$ cat src/rtl/shift_l_pipe.sv
// Pipelined left shifter: one register stage per shift-amount bit, with
// valid/ready handshake, whole-pipeline stall and a sticky overflow flag.
module shift_l_pipe #(
  parameter int width_a = 8,
  parameter int signd_a = 1,
  parameter int width_s = 3,
  parameter int width_z = 12
) (
  input  logic               clk,
  input  logic               rst,
  input  logic [width_a-1:0] a_dat,
  input  logic [width_s-1:0] s_dat,
  input  logic               in_vld,
  output logic               in_rdy,
  output logic [width_z-1:0] z_dat,
  output logic               ovf,
  output logic               out_vld,
  input  logic               out_rdy
);

  logic               stall_s;
  logic               adv_s;
  logic [width_z-1:0] ext_s;

  logic [width_z-1:0] data_r    [width_s];
  logic [width_s-1:0] sh_r      [width_s];
  logic [width_s-1:0] vld_r;
  logic [width_s-1:0] ovf_r;

  logic [width_z-1:0] src_d_s   [width_s];
  logic [width_s-1:0] src_sh_s  [width_s];
  logic [width_s-1:0] src_v_s;
  logic [width_s-1:0] src_o_s;
  logic [width_z-1:0] data_nx_s [width_s];
  logic [width_s-1:0] sh_nx_s   [width_s];
  logic [width_s-1:0] vld_nx_s;
  logic [width_s-1:0] ovf_nx_s;

  // True when x * 2^m does not fit in width_z bits of the configured signedness.
  function automatic logic shl_ovf(input logic [width_z-1:0] x, input int m);
    logic o;
    o = 1'b0;
    if (m >= width_z) begin
      o = |x;
    end else begin
      for (int i = 0; i < width_z; i++) begin
        if (signd_a != 0) begin
          o = o | ((i >= width_z - 1 - m) && (x[i] != x[width_z-1]));
        end else begin
          o = o | ((i >= width_z - m) && x[i]);
        end
      end
    end
    return o;
  endfunction

  assign stall_s = vld_r[width_s-1] & ~out_rdy;
  assign adv_s   = ~stall_s;
  assign in_rdy  = rst | ~stall_s;

  assign z_dat   = data_r[width_s-1];
  assign ovf     = ovf_r[width_s-1];
  assign out_vld = vld_r[width_s-1];

  // Operand extension to the result width.
  always_comb begin
    if (signd_a != 0) begin
      ext_s = width_z'($signed(a_dat));
    end else begin
      ext_s = width_z'(a_dat);
    end
  end

  // Stage inputs: stage 0 is fed from the ports, the rest from the previous stage.
  always_comb begin
    src_d_s[0]  = ext_s;
    src_sh_s[0] = s_dat;
    src_v_s[0]  = in_vld;
    src_o_s[0]  = 1'b0;
    for (int k = 1; k < width_s; k++) begin
      src_d_s[k]  = data_r[k-1];
      src_sh_s[k] = sh_r[k-1];
      src_v_s[k]  = vld_r[k-1];
      src_o_s[k]  = ovf_r[k-1];
    end
  end

  // Stage k conditionally shifts by 2^k and accumulates overflow.
  always_comb begin
    for (int k = 0; k < width_s; k++) begin
      sh_nx_s[k]  = src_sh_s[k];
      vld_nx_s[k] = src_v_s[k];
      if (src_sh_s[k][k]) begin
        data_nx_s[k] = src_d_s[k] << (1 << k);
        ovf_nx_s[k]  = src_o_s[k] | shl_ovf(src_d_s[k], 1 << k);
      end else begin
        data_nx_s[k] = src_d_s[k];
        ovf_nx_s[k]  = src_o_s[k];
      end
    end
  end

  // Pipeline registers: reset wins, otherwise the whole pipe advances or holds.
  always_ff @(posedge clk) begin
    if (rst) begin
      vld_r <= {width_s{1'b0}};
      ovf_r <= {width_s{1'b0}};
      for (int k = 0; k < width_s; k++) begin
        data_r[k] <= {width_z{1'b0}};
        sh_r[k]   <= {width_s{1'b0}};
      end
    end else if (adv_s) begin
      vld_r <= vld_nx_s;
      ovf_r <= ovf_nx_s;
      for (int k = 0; k < width_s; k++) begin
        data_r[k] <= data_nx_s[k];
        sh_r[k]   <= sh_nx_s[k];
      end
    end
  end

endmodule

$ cat config.mk
export PLATFORM = sky130hd
export DESIGN_NAME = shift_l_pipe
export DESIGN_NICKNAME = d
export VERILOG_FILES = /design/src/rtl/shift_l_pipe.sv
export SDC_FILE = /design/constraint.sdc
export NUM_CORES = 1
export LEC_CHECK = 0
export ABC_AREA = 1
export ABC_CLOCK_PERIOD_IN_PS = 3900
export CELL_PAD_IN_SITES_DETAIL_PLACEMENT = 1
export CELL_PAD_IN_SITES_GLOBAL_PLACEMENT = 1
export CORE_MARGIN = 2
export CORE_UTILIZATION = 40
export DETAILED_ROUTE_END_ITERATION = 8
export PLACE_DENSITY = 0.81
export RECOVER_POWER = 100
export SYNTH_ARGS = -nofsm -noshare
export SYNTH_HDL_FRONTEND = slang
export SYNTH_SLANG_ARGS = --single-unit
export TNS_END_PERCENT = 20
$ cat constraint.sdc
create_clock -name clk -period 3.9 [get_ports clk]
set_clock_uncertainty 0.05 [all_clocks]
set_input_delay 1.17 -clock clk [delete_from_list [all_inputs] [get_ports clk]]
set_output_delay 1.17 -clock clk [all_outputs]
set_load 0.02 [all_outputs]
== Word-level counts from Yosys, hierarchy flattened ==
Memory sizes are Yosys's and may differ from the RTL's.
Cells that the tools add are included.

* Register bits: 5
* RAM bits: 45
* Input bits: 15
* Output and inout bits: 15
* Word-level logic and storage cells: 50
* Memories kept: 2

* Eq/ne operators: 6
* Muxes and demuxes: 23
* Bitwise logic cells: 17

{| class="wikitable"
|+ Memories
! memory !! depth !! bits a word !! read ports !! clocked after Yosys merged registers in !! write ports !! RTL line !! text
|-
| data_r || 3 || 12 || 3 || 0 || 3 || 25 || <nowiki>logic [width_z-1:0] data_r [width_s];</nowiki>
|-
| sh_r || 3 || 3 || 2 || 0 || 3 || 26 || <nowiki>logic [width_s-1:0] sh_r [width_s];</nowiki>
|}

{| class="wikitable"
|+ Operators with widths
! operator !! number
|-
| $mux 12 || 5
|-
| $mux 1 || 14
|-
| $or 1x1->1 || 14
|-
| $mux 3 || 3
|-
| $mux 8 || 1
|-
| $ne 1x1->1 || 6
|-
| $not 1->1 || 2
|-
| $and 1x1->1 || 1
|}

== Depth between registers and ports, before layout ==
Gate-level depths: netlist of run 1.
An unclocked memory read counts as a cell.

* Depth after elaboration: 12
* Gate-level depth with buffers: 6
* Mapped depth without buffers: 6

== Least setup slack after synthesis of run 1 ==
No wires, ideal clock.

* Kind: input to output
* From: input out_rdy
* To: output in_rdy
* Arrival time: 2.175 ns
* Required time: 2.680 ns
* Setup slack: 0.505 ns
* Stages on the path: 4
* Path buffers: 0
* Path through: inv_1 > nand2_4 > nor2_1 > inv_1

* Word-level cells in the longest chain between the ends: 4

{| class="wikitable"
|+ RTL lines
! what !! RTL line !! text
|-
| start: declaration || 18 || <nowiki>input logic out_rdy</nowiki>
|-
| $not 1->1 || 57 || <nowiki>assign stall_s = vld_r[width_s-1] & ~out_rdy;</nowiki>
|-
| $and 1x1->1 || 57 ||
|-
| $not 1->1 || 59 || <nowiki>assign in_rdy = rst | ~stall_s;</nowiki>
|-
| $or 1x1->1 || 59 ||
|-
| end: declaration || 14 || <nowiki>output logic in_rdy,</nowiki>
|}

No other way between the ends.

== Worst setup path in the final report of run 1 ==
Same ends and word-level chain as after synthesis.

==> results of run 1 <==
-- stage by stage --
stage	cell area, um2	setup slack (ns)	instances	util [%]	total power [mW]
after detailed placement	2000	0.168	238	46.2	0.589
final	2060	0.186	246	47.7	0.833
after global placement	2000	0.201	238	46.2	0.583
after CTS	2080	0.154	246	48.1	0.849
after global routing	2060	0.0711	246	47.7	0.875
after floorplan	1780	0.505	174	-	0.560
-- logic make-up after synthesis --
family | count (synthesis) | share of synthesized area, %
flip-flops | 39 | 63.4
AO/OA/AOI/OAI | 27 | 7.79
buffers and inverters | 36 | 12.1
AND/OR/NAND/NOR | 72 | 16.7
-- area by class of cell --
class | instances | area, um2 | share of cell area [%]
well taps | 52 | 65.1 | 3.16
inverters | 18 | 67.6 | 3.28
repair buffers | 30 | 295 | 14.3
multi-input cells | 99 | 420 | 20.4
clock buffers | 7 | 76.3 | 3.70
clock inverters | 1 | 5.00 | 0.243
flip-flops and latches | 39 | 1130 | 54.9
-- critical path: stages --
cell and delay (ns):
clkdlybuf4s50_1 0.40, inv_1 0.09, nand2_4 0.06, nor2_1 0.16, inv_1 0.08, clkdlybuf4s50_1 0.54
-- synthesized netlist by cell type --
library cell | n | share of area [%]
a21oi_1 | 24 | 6.7
nor2_1 | 18 | 3.8
nand2_1 | 50 | 11
nor3b_2 | 1 | 0.70
o21ai_0 | 2 | 0.56
dfxtp_1 | 4 | 4.5
buf_2 | 1 | 0.28
nor3b_1 | 1 | 0.42
o21ai_2 | 1 | 0.49
nand2_4 | 2 | 1.3
buf_6 | 4 | 2.5
inv_2 | 1 | 0.21
edfxtp_1 | 35 | 59
inv_1 | 17 | 3.6
buf_4 | 13 | 5.5
-- cells in the final DEF, fill, tap and decap left out --
cell type,synthesis,routed
nand2_1,50,51
edfxtp_1,35,35
a21oi_1,24,24
nor2_1,18,18
inv_1,17,17
clkdlybuf4s50_1,0,15
dlygate4sd3_1,0,14
clkbuf_8,0,5
dfxtp_1,4,4
o21ai_0,2,3
nor3b_1,1,2
clkbuf_1,0,2
nand2_4,2,1
inv_2,1,1
clkinv_2,0,1
clkbuf_2,0,1
-- how the worst min path moves through the flow --
stage	from	cells past startpoint	end
2_1_floorplan	vld_r[0]	2	vld_r[0]
3_3_place_gp	ovf_r[2]	2	ovf_r[2]
3_5_place_dp	vld_r[0]	2	vld_r[0]
4_1_cts	vld_r[0]	2	vld_r[0]
5_1_grt	ovf_r[2]	2	ovf_r[2]
6_report	vld_r[0]	2	vld_r[0]
-- sequential cells by signal, summed over array words and instances (netlist names) --
register	cells
data_r	32
ovf_r	1
vld_r	3
sh_r	3
-- power by group through the flow --
stage	clock network (mW)	logic [mW]	registers [mW]
after floorplan	0	0.0625	0.498
after global placement	0	0.0809	0.502
after detailed placement	0	0.0847	0.504
after CTS	0.269	0.0855	0.495
after global routing	0.286	0.0901	0.498
final	0.258	0.0804	0.495
-- metal layers --
layer  vias to the layer above  global-route usage, %
li1                        588                      -
met1                       564                   13.9
met2                        34                   26.1
met3                         5                   3.13
met4                         0                   9.22
met5                         -                      0
==> impl_metrics.yaml, run 1 <==
outcome:
  status: "complete, no violations"
grt:
  grt_max_degree: 37
  grt_pass1_wl_um: 5450
  grt_pass1_vias: 1249
  grt.total_usage_pct: 14.1
  antenna_found_initial: 0
  grt_overflow_total: 0
clock_tree:
  clkLatencyLatePin_ns: 0.28
  clock_path_buffers: 2
  clkTransAtPathRegs_ns: 0.07
  cts_tree: "yes"
  holdBufCountCts: 0
  cts.htree.levels: 2
  cts-resized-gates: 0
  cts-root-buf: "clkbuf_8"
  post_cts_buffers: 0
  clock-sinks: 39
  numCtsBuffers: 5
die:
  ios: 30
  rows: 24
  start_util_pct: 41.2
  coreArea_mm2: 0.00432
  die_y_um: 70.8
  die-area_mm2: 0.00501
  die_w_um: 70.8
power_and_ir_drop:
  cell_internal_pwr_mw: 0.641
  switching_share_pct: 23.0
  power.density_mw_per_mm2: 404
  p_leak_nw: 0.868
  pwr-share-comb_pct: 9.7
  p_switching_mw: 0.192
  power.share.clock_pct: 31.0
  ir_drop_uv: 177
  p_seq_share_pct: 59.4
critical_path:
  timing.rr.end: "data_r[0][27]"
  ff2ff_setup_slack_ns: 1.95
  path_class: "in2out"
  cp-startpoint: "out_rdy"
  critPathCaptureType: "output port"
  r2r-start: "vld_r[2]"
  arrival_ns: 2.49
  worst_ep_required_time_ns: 2.68
  start_kind: "input port"
  worstRegToRegCells: 5
  path_max_fanout: 3
  crit_path_end: "in_rdy"
layout:
  syn_to_final_growth_pct: 15.6
  fin_nets: 208
  nFillCells: 499
  drive_gt1_share_pct: 4.64
  diodes: 0
placement:
  dp_hpwl_um: 2140
  portBuffers: 29
  gp_congestion: 0.819
timing:
  tightestPinTransition_ns: 1.08
  period_share_pct: 95.2
  timing.hold.ws_ns: 0.408
  min_period_ns: 3.71
  hold_viol: 0
  rsz0062_at_grt: "no"
  finalSetupViolCount: 0
  drv_slew: 0
  maxSlewHeadroom_pct: 28.1
  max_freq_mhz: 269
  setup_tns_ns: 0
synthesis:
  synth-seq-cells: 39
  synth_cell_types: 15
  syn_avg_cell_area_um2: 10.2
  synthesis.area_mm2: 0.00178
  postSynthCellCount: 174
  syn-num-nets: 189
  yosysWarnings: 0
  synth_seq_area_share_pct: 63.4
detailed_routing:
  viasPerCell: 4.84
  drt-met1-wl_um: 1220
  dr.pass1.iters: 4
  postRouteAntennaNets: 0
  wl_per_cell_um: 12.7
  route.met3.wl_um: 165
  top_layer: "met4"
  met2RoutedLength_um: 1690
  via_count: 1191
  routed_wl_um: 3130
  drc_errors: 0
  first_iter_violations: 81
job:
  maxCapViolCount: 0
worst_hold_path:
  hold_path.class: "reg2reg"
(Power assumes the default switching activity.)
==> run 2, diff against run 1 <==
--- a/config.mk
+++ b/config.mk
@@ -9,11 +9,12 @@
 export ABC_CLOCK_PERIOD_IN_PS = 3900
 export CELL_PAD_IN_SITES_DETAIL_PLACEMENT = 1
 export CELL_PAD_IN_SITES_GLOBAL_PLACEMENT = 1
-export CORE_MARGIN = 2
+export CORE_MARGIN = 1
 export CORE_UTILIZATION = 40
 export DETAILED_ROUTE_END_ITERATION = 8
-export PLACE_DENSITY = 0.81
+export PLACE_DENSITY_LB_ADDON = 0.05
 export RECOVER_POWER = 100
+export SLEW_MARGIN = 20
 export SYNTH_ARGS = -nofsm -noshare
 export SYNTH_HDL_FRONTEND = slang
 export SYNTH_SLANG_ARGS = --single-unit
==> run 2 against run 1 <==
  * Routed wire length fell by 7.6%
  * Count of clock-buffer cells in the layout fell by 1
  * Global-route usage rose by 0.39 points
  * Critical path depth did not move
  * Sequential power barely moved
  * Worst hold slack barely moved
  * Via count fell by 1.8%
  * Final cell count fell by 0.81%
  * Worst setup slack got worse by 0.077 ns
  * Final area rose by 2.4%
  * Clock power rose by 51%
  * Die area fell by 5.6%
  * Critical path type unchanged
  * Critical endpoint unchanged
==> impl_metrics.yaml, run 2 (same netlist as run 1, synthesis figures left out) <==
grt:
  grt_max_degree: 37
  grt.total_usage_pct: 14.5
  grt_overflow_total: 0
  antenna_found_initial: 0
  grt_pass1_vias: 1114
  grt_pass1_wl_um: 4800
clock_tree:
  holdBufCountCts: 0
  clkTransAtPathRegs_ns: 0.08
  clock-sinks: 39
  post_cts_buffers: 0
  cts.htree.levels: 2
  cts-resized-gates: 0
  cts-root-buf: "clkbuf_8"
  clock_path_buffers: 2
  numCtsBuffers: 5
  clkLatencyLatePin_ns: 0.28
  cts_tree: "yes"
die:
  ios: 30
  start_util_pct: 43.0
  coreArea_mm2: 0.00414
  die_w_um: 68.8
  rows: 23
  die-area_mm2: 0.00473
  die_y_um: 68.8
timing:
  max_freq_mhz: 264
  finalSetupViolCount: 0
  hold_viol: 0
  min_period_ns: 3.79
  drv_slew: 0
  tightestPinTransition_ns: 1.09
  setup_tns_ns: 0
  maxSlewHeadroom_pct: 27.4
  period_share_pct: 97.2
  rsz0062_at_grt: "no"
  timing.hold.ws_ns: 0.408
placement:
  portBuffers: 29
  dp_hpwl_um: 2020
  gp_congestion: 0.779
layout:
  layout_common_cells: "nand2_1 (51), edfxtp_1 (35), a21oi_1 (24)"
  nFillCells: 474
  multi_input_area_um2: 420
  drive_gt1_share_pct: 5.15
  largest_register_ffs: 32
  fin_nets: 208
  diodes: 0
  final_common_cell: "nand2_1"
  register_area_mm2: 0.00113
  syn_to_final_growth_pct: 18.3
  regMostFlops: "data_r"
  reg_top3: "data_r x32, sh_r x3, vld_r x3"
detailed_routing:
  routed_wl_um: 2890
  viasPerCell: 4.80
  dr.pass1.iters: 4
  wl_per_cell_um: 11.8
  via_count: 1170
  postRouteAntennaNets: 0
  drc_errors: 0
  first_iter_violations: 31
job:
  maxCapViolCount: 0
power_and_ir_drop:
  ir_drop_uv: 177
  p_leak_nw: 0.891
  power.density_mw_per_mm2: 457
critical_path:
  path_max_fanout: 3
  arrival_ns: 2.57
  start_kind: "input port"
  path_class: "in2out"
  critPathCaptureType: "output port"
  worst_ep_required_time_ns: 2.68
outcome:
  status: "complete, no violations"
worst_hold_path:
  hold_path.class: "reg2reg"
==> run 2: changes by cell type in the layout (fill, tap and decap cells not counted) <==
cell       change
clkinv_2       -1
clkbuf_1       -1
bufinv_16      +2
==> run 2: worst max-delay path, stage by stage <==
cell and delay, ns:
clkdlybuf4s50_1 0.40, inv_1 0.09, nand2_4 0.05, nor2_1 0.21
inv_1 0.11, clkdlybuf4s50_1 0.55
==> run 2: through the flow <==
stage                     setup slack (ns)  instances  util, %  cell area, um2  power (mW)
after global placement               0.212        236     48.2            2000       0.584
after global routing                0.0311        244     50.9            2110       0.999
after detailed placement            0.0713        236     48.2            2000       0.588
after floorplan                      0.505        174        -            1780       0.560
final                                0.109        244     50.9            2110       0.963
after CTS                           0.0650        244     51.4            2130       0.979
==> run 2: power by group <==
group	internal, mW	total (mW)	switching [mW]
Clock	0.256	0.389	0.134
Combinational	0.0357	0.0796	0.0439
Sequential	0.480	0.494	0.0141
==> run 2: final cells by class <==
class | count | area share (%)
well taps | 50 | 2.97
inverters | 18 | 3.20
flip-flops and latches | 39 | 53.6
repair buffers | 30 | 14.0
clock buffers | 6 | 3.44
multi-input cells | 99 | 19.9
clock inverters | 2 | 2.85
==> run 2: per-layer routing <==
metal	GRT usage [%]	wire [um]	share of wire, %
met5	0	0	0
met4	7.65	36	1.2
met3	3.45	138	4.8
met2	26.7	1510	52
met1	15.0	1210	42
==> run 2: path summary, 6_finish.rpt <==
kind | cells after the start | slack, ns | end | start
hold / removal | 2 | 0.41 | ovf_r[2] | ovf_r[2]
setup reg to reg | 5 | 1.92 | data_r[0][27] | vld_r[2]
hold reg to reg | 2 | 0.41 | ovf_r[2] | ovf_r[2]
setup / recovery | 6 | 0.11 | in_rdy | out_rdy
==> run 3, diff against run 2 <==
--- a/config.mk
+++ b/config.mk
@@ -10,7 +10,8 @@
 export CELL_PAD_IN_SITES_DETAIL_PLACEMENT = 1
 export CELL_PAD_IN_SITES_GLOBAL_PLACEMENT = 1
 export CORE_MARGIN = 1
-export CORE_UTILIZATION = 40
+export CORE_UTILIZATION = 43
+export CTS_CLUSTER_SIZE = 25
 export DETAILED_ROUTE_END_ITERATION = 8
 export PLACE_DENSITY_LB_ADDON = 0.05
 export RECOVER_POWER = 100
==> run 3 against run 2 <==
  * Combinational power barely moved
  * Highest routed layer unchanged
  * Largest cell class unchanged
  * Routed wire length fell by 1.2%
  * Worst hold slack worse by 0.0034 ns
  * Non-clock buffer count did not move
  * Total power down 6.6%
  * Sequential power barely moved
  * Via count down 1.4%
  * Utilization grew 1.2 points
  * Final cell count stayed put
  * Sequential cell count stayed put
==> impl_metrics.yaml, run 3 (same netlist as run 1, synthesis figures left out) <==
outcome:
  status: "complete, no violations"
clock_tree:
  clock_path_buffers: 2
  clkTransAtPathRegs_ns: 0.07
  holdBufCountCts: 0
  cts.htree.levels: 2
  cts-resized-gates: 0
  numCtsBuffers: 5
  cts_tree: "yes"
  post_cts_buffers: 0
  clkLatencyLatePin_ns: 0.29
  cts-root-buf: "clkbuf_8"
  clock-sinks: 39
power_and_ir_drop:
  p_leak_nw: 0.881
  ir_drop_uv: 177
  power.density_mw_per_mm2: 431
  power_mw: 0.899
  power.share.clock_pct: 36.3
  cell_internal_pwr_mw: 0.703
  switching_share_pct: 21.9
  p_seq_share_pct: 54.9
  p_switching_mw: 0.197
  pwr-share-comb_pct: 8.8
die:
  coreArea_mm2: 0.00400
  die-area_mm2: 0.00441
  ios: 30
  start_util_pct: 44.6
  die_w_um: 66.4
  die_y_um: 66.4
  rows: 23
detailed_routing:
  routed_wl_um: 2850
  postRouteAntennaNets: 0
  viasPerCell: 4.73
  via_count: 1154
  drc_errors: 0
  dr.pass1.iters: 4
  wl_per_cell_um: 11.7
  first_iter_violations: 33
layout:
  diodes: 0
  fin_nets: 208
  layout_common_cells: "nand2_1 (51), edfxtp_1 (35), a21oi_1 (24)"
  syn_to_final_growth_pct: 16.9
  drive_gt1_share_pct: 5.15
  regMostFlops: "data_r"
  largest_register_ffs: 32
  reg_top3: "data_r x32, sh_r x3, vld_r x3"
  final_common_cell: "nand2_1"
  nFillCells: 442
timing:
  period_share_pct: 96.4
  drv_slew: 0
  tightestPinTransition_ns: 1.05
  hold_viol: 0
  maxSlewHeadroom_pct: 29.7
  setup_tns_ns: 0
  min_period_ns: 3.76
  rsz0062_at_grt: "no"
  max_freq_mhz: 266
  finalSetupViolCount: 0
  timing.hold.ws_ns: 0.405
grt:
  grt_pass1_vias: 1089
  antenna_found_initial: 0
  grt_max_degree: 37
  grt.total_usage_pct: 15.4
  grt_pass1_wl_um: 4790
  grt_overflow_total: 0
worst_hold_path:
  hold_path.class: "reg2reg"
placement:
  portBuffers: 29
  dp_hpwl_um: 2000
  gp_congestion: 0.803
critical_path:
  start_kind: "input port"
  critPathCaptureType: "output port"
  path_max_fanout: 3
  path_class: "in2out"
  worst_ep_required_time_ns: 2.68
  arrival_ns: 2.54
job:
  maxCapViolCount: 0
[run 3: cell count changes in the layout (fill, tap and decap cells not counted), sizes merged]
cell / before / now
clkbuf: 7 / 6
clkinv: 0 / 2
bufinv: 2 / 1
[run 3: stage by stage]
step / area, um2 / utilization (%) / setup slack [ns] / std cells
after floorplan: 1780 / - / 0.505 / 174
after global placement: 2000 / 49.9 / 0.145 / 236
after detailed placement: 2000 / 49.9 / 0.104 / 236
after CTS: 2100 / 52.6 / 0.0924 / 244
after global routing: 2080 / 52.1 / 0.0292 / 244
final: 2080 / 52.1 / 0.140 / 244
[run 3: area by class of cell]
class	instances	area (um2)	share of cell area (%)
well taps	50	62.6	3.00
flip-flops and latches	39	1130	54.3
repair buffers	30	295	14.2
inverters	18	67.6	3.24
clock buffers	5	68.8	3.30
multi-input cells	99	420	20.2
clock inverters	3	38.8	1.86
[run 3: worst paths after layout]
path	cells past startpoint	slack (ns)	to	from
max reg2reg	5	1.93	data_r[0][27]	vld_r[2]
max	6	0.14	in_rdy	out_rdy
min reg2reg	2	0.40	ovf_r[2]	ovf_r[2]
min	2	0.40	ovf_r[2]	ovf_r[2]
[run 3: critical path: stages]
cell             delay, ns
clkdlybuf4s50_1       0.39
inv_1                 0.09
nand2_4               0.05
nor2_1                0.18
inv_1                 0.11
clkdlybuf4s50_1       0.55
[run 3: metal layers]
metal / share of wire (%) / global-route usage (%)
met5: 0 / 0
met4: 2.3 / 7.18
met3: 5.2 / 5.69
met2: 53 / 27.9
met1: 39 / 15.4
[run 3: power groups by stage]
stage	Clock [mW]	Sequential [mW]	Combinational [mW]
finish	0.326	0.493	0.0794
global route	0.345	0.496	0.0899
CTS	0.331	0.494	0.0847
detailed placement	0	0.503	0.0836
global placement	0	0.503	0.0808
floorplan	0	0.498	0.0625
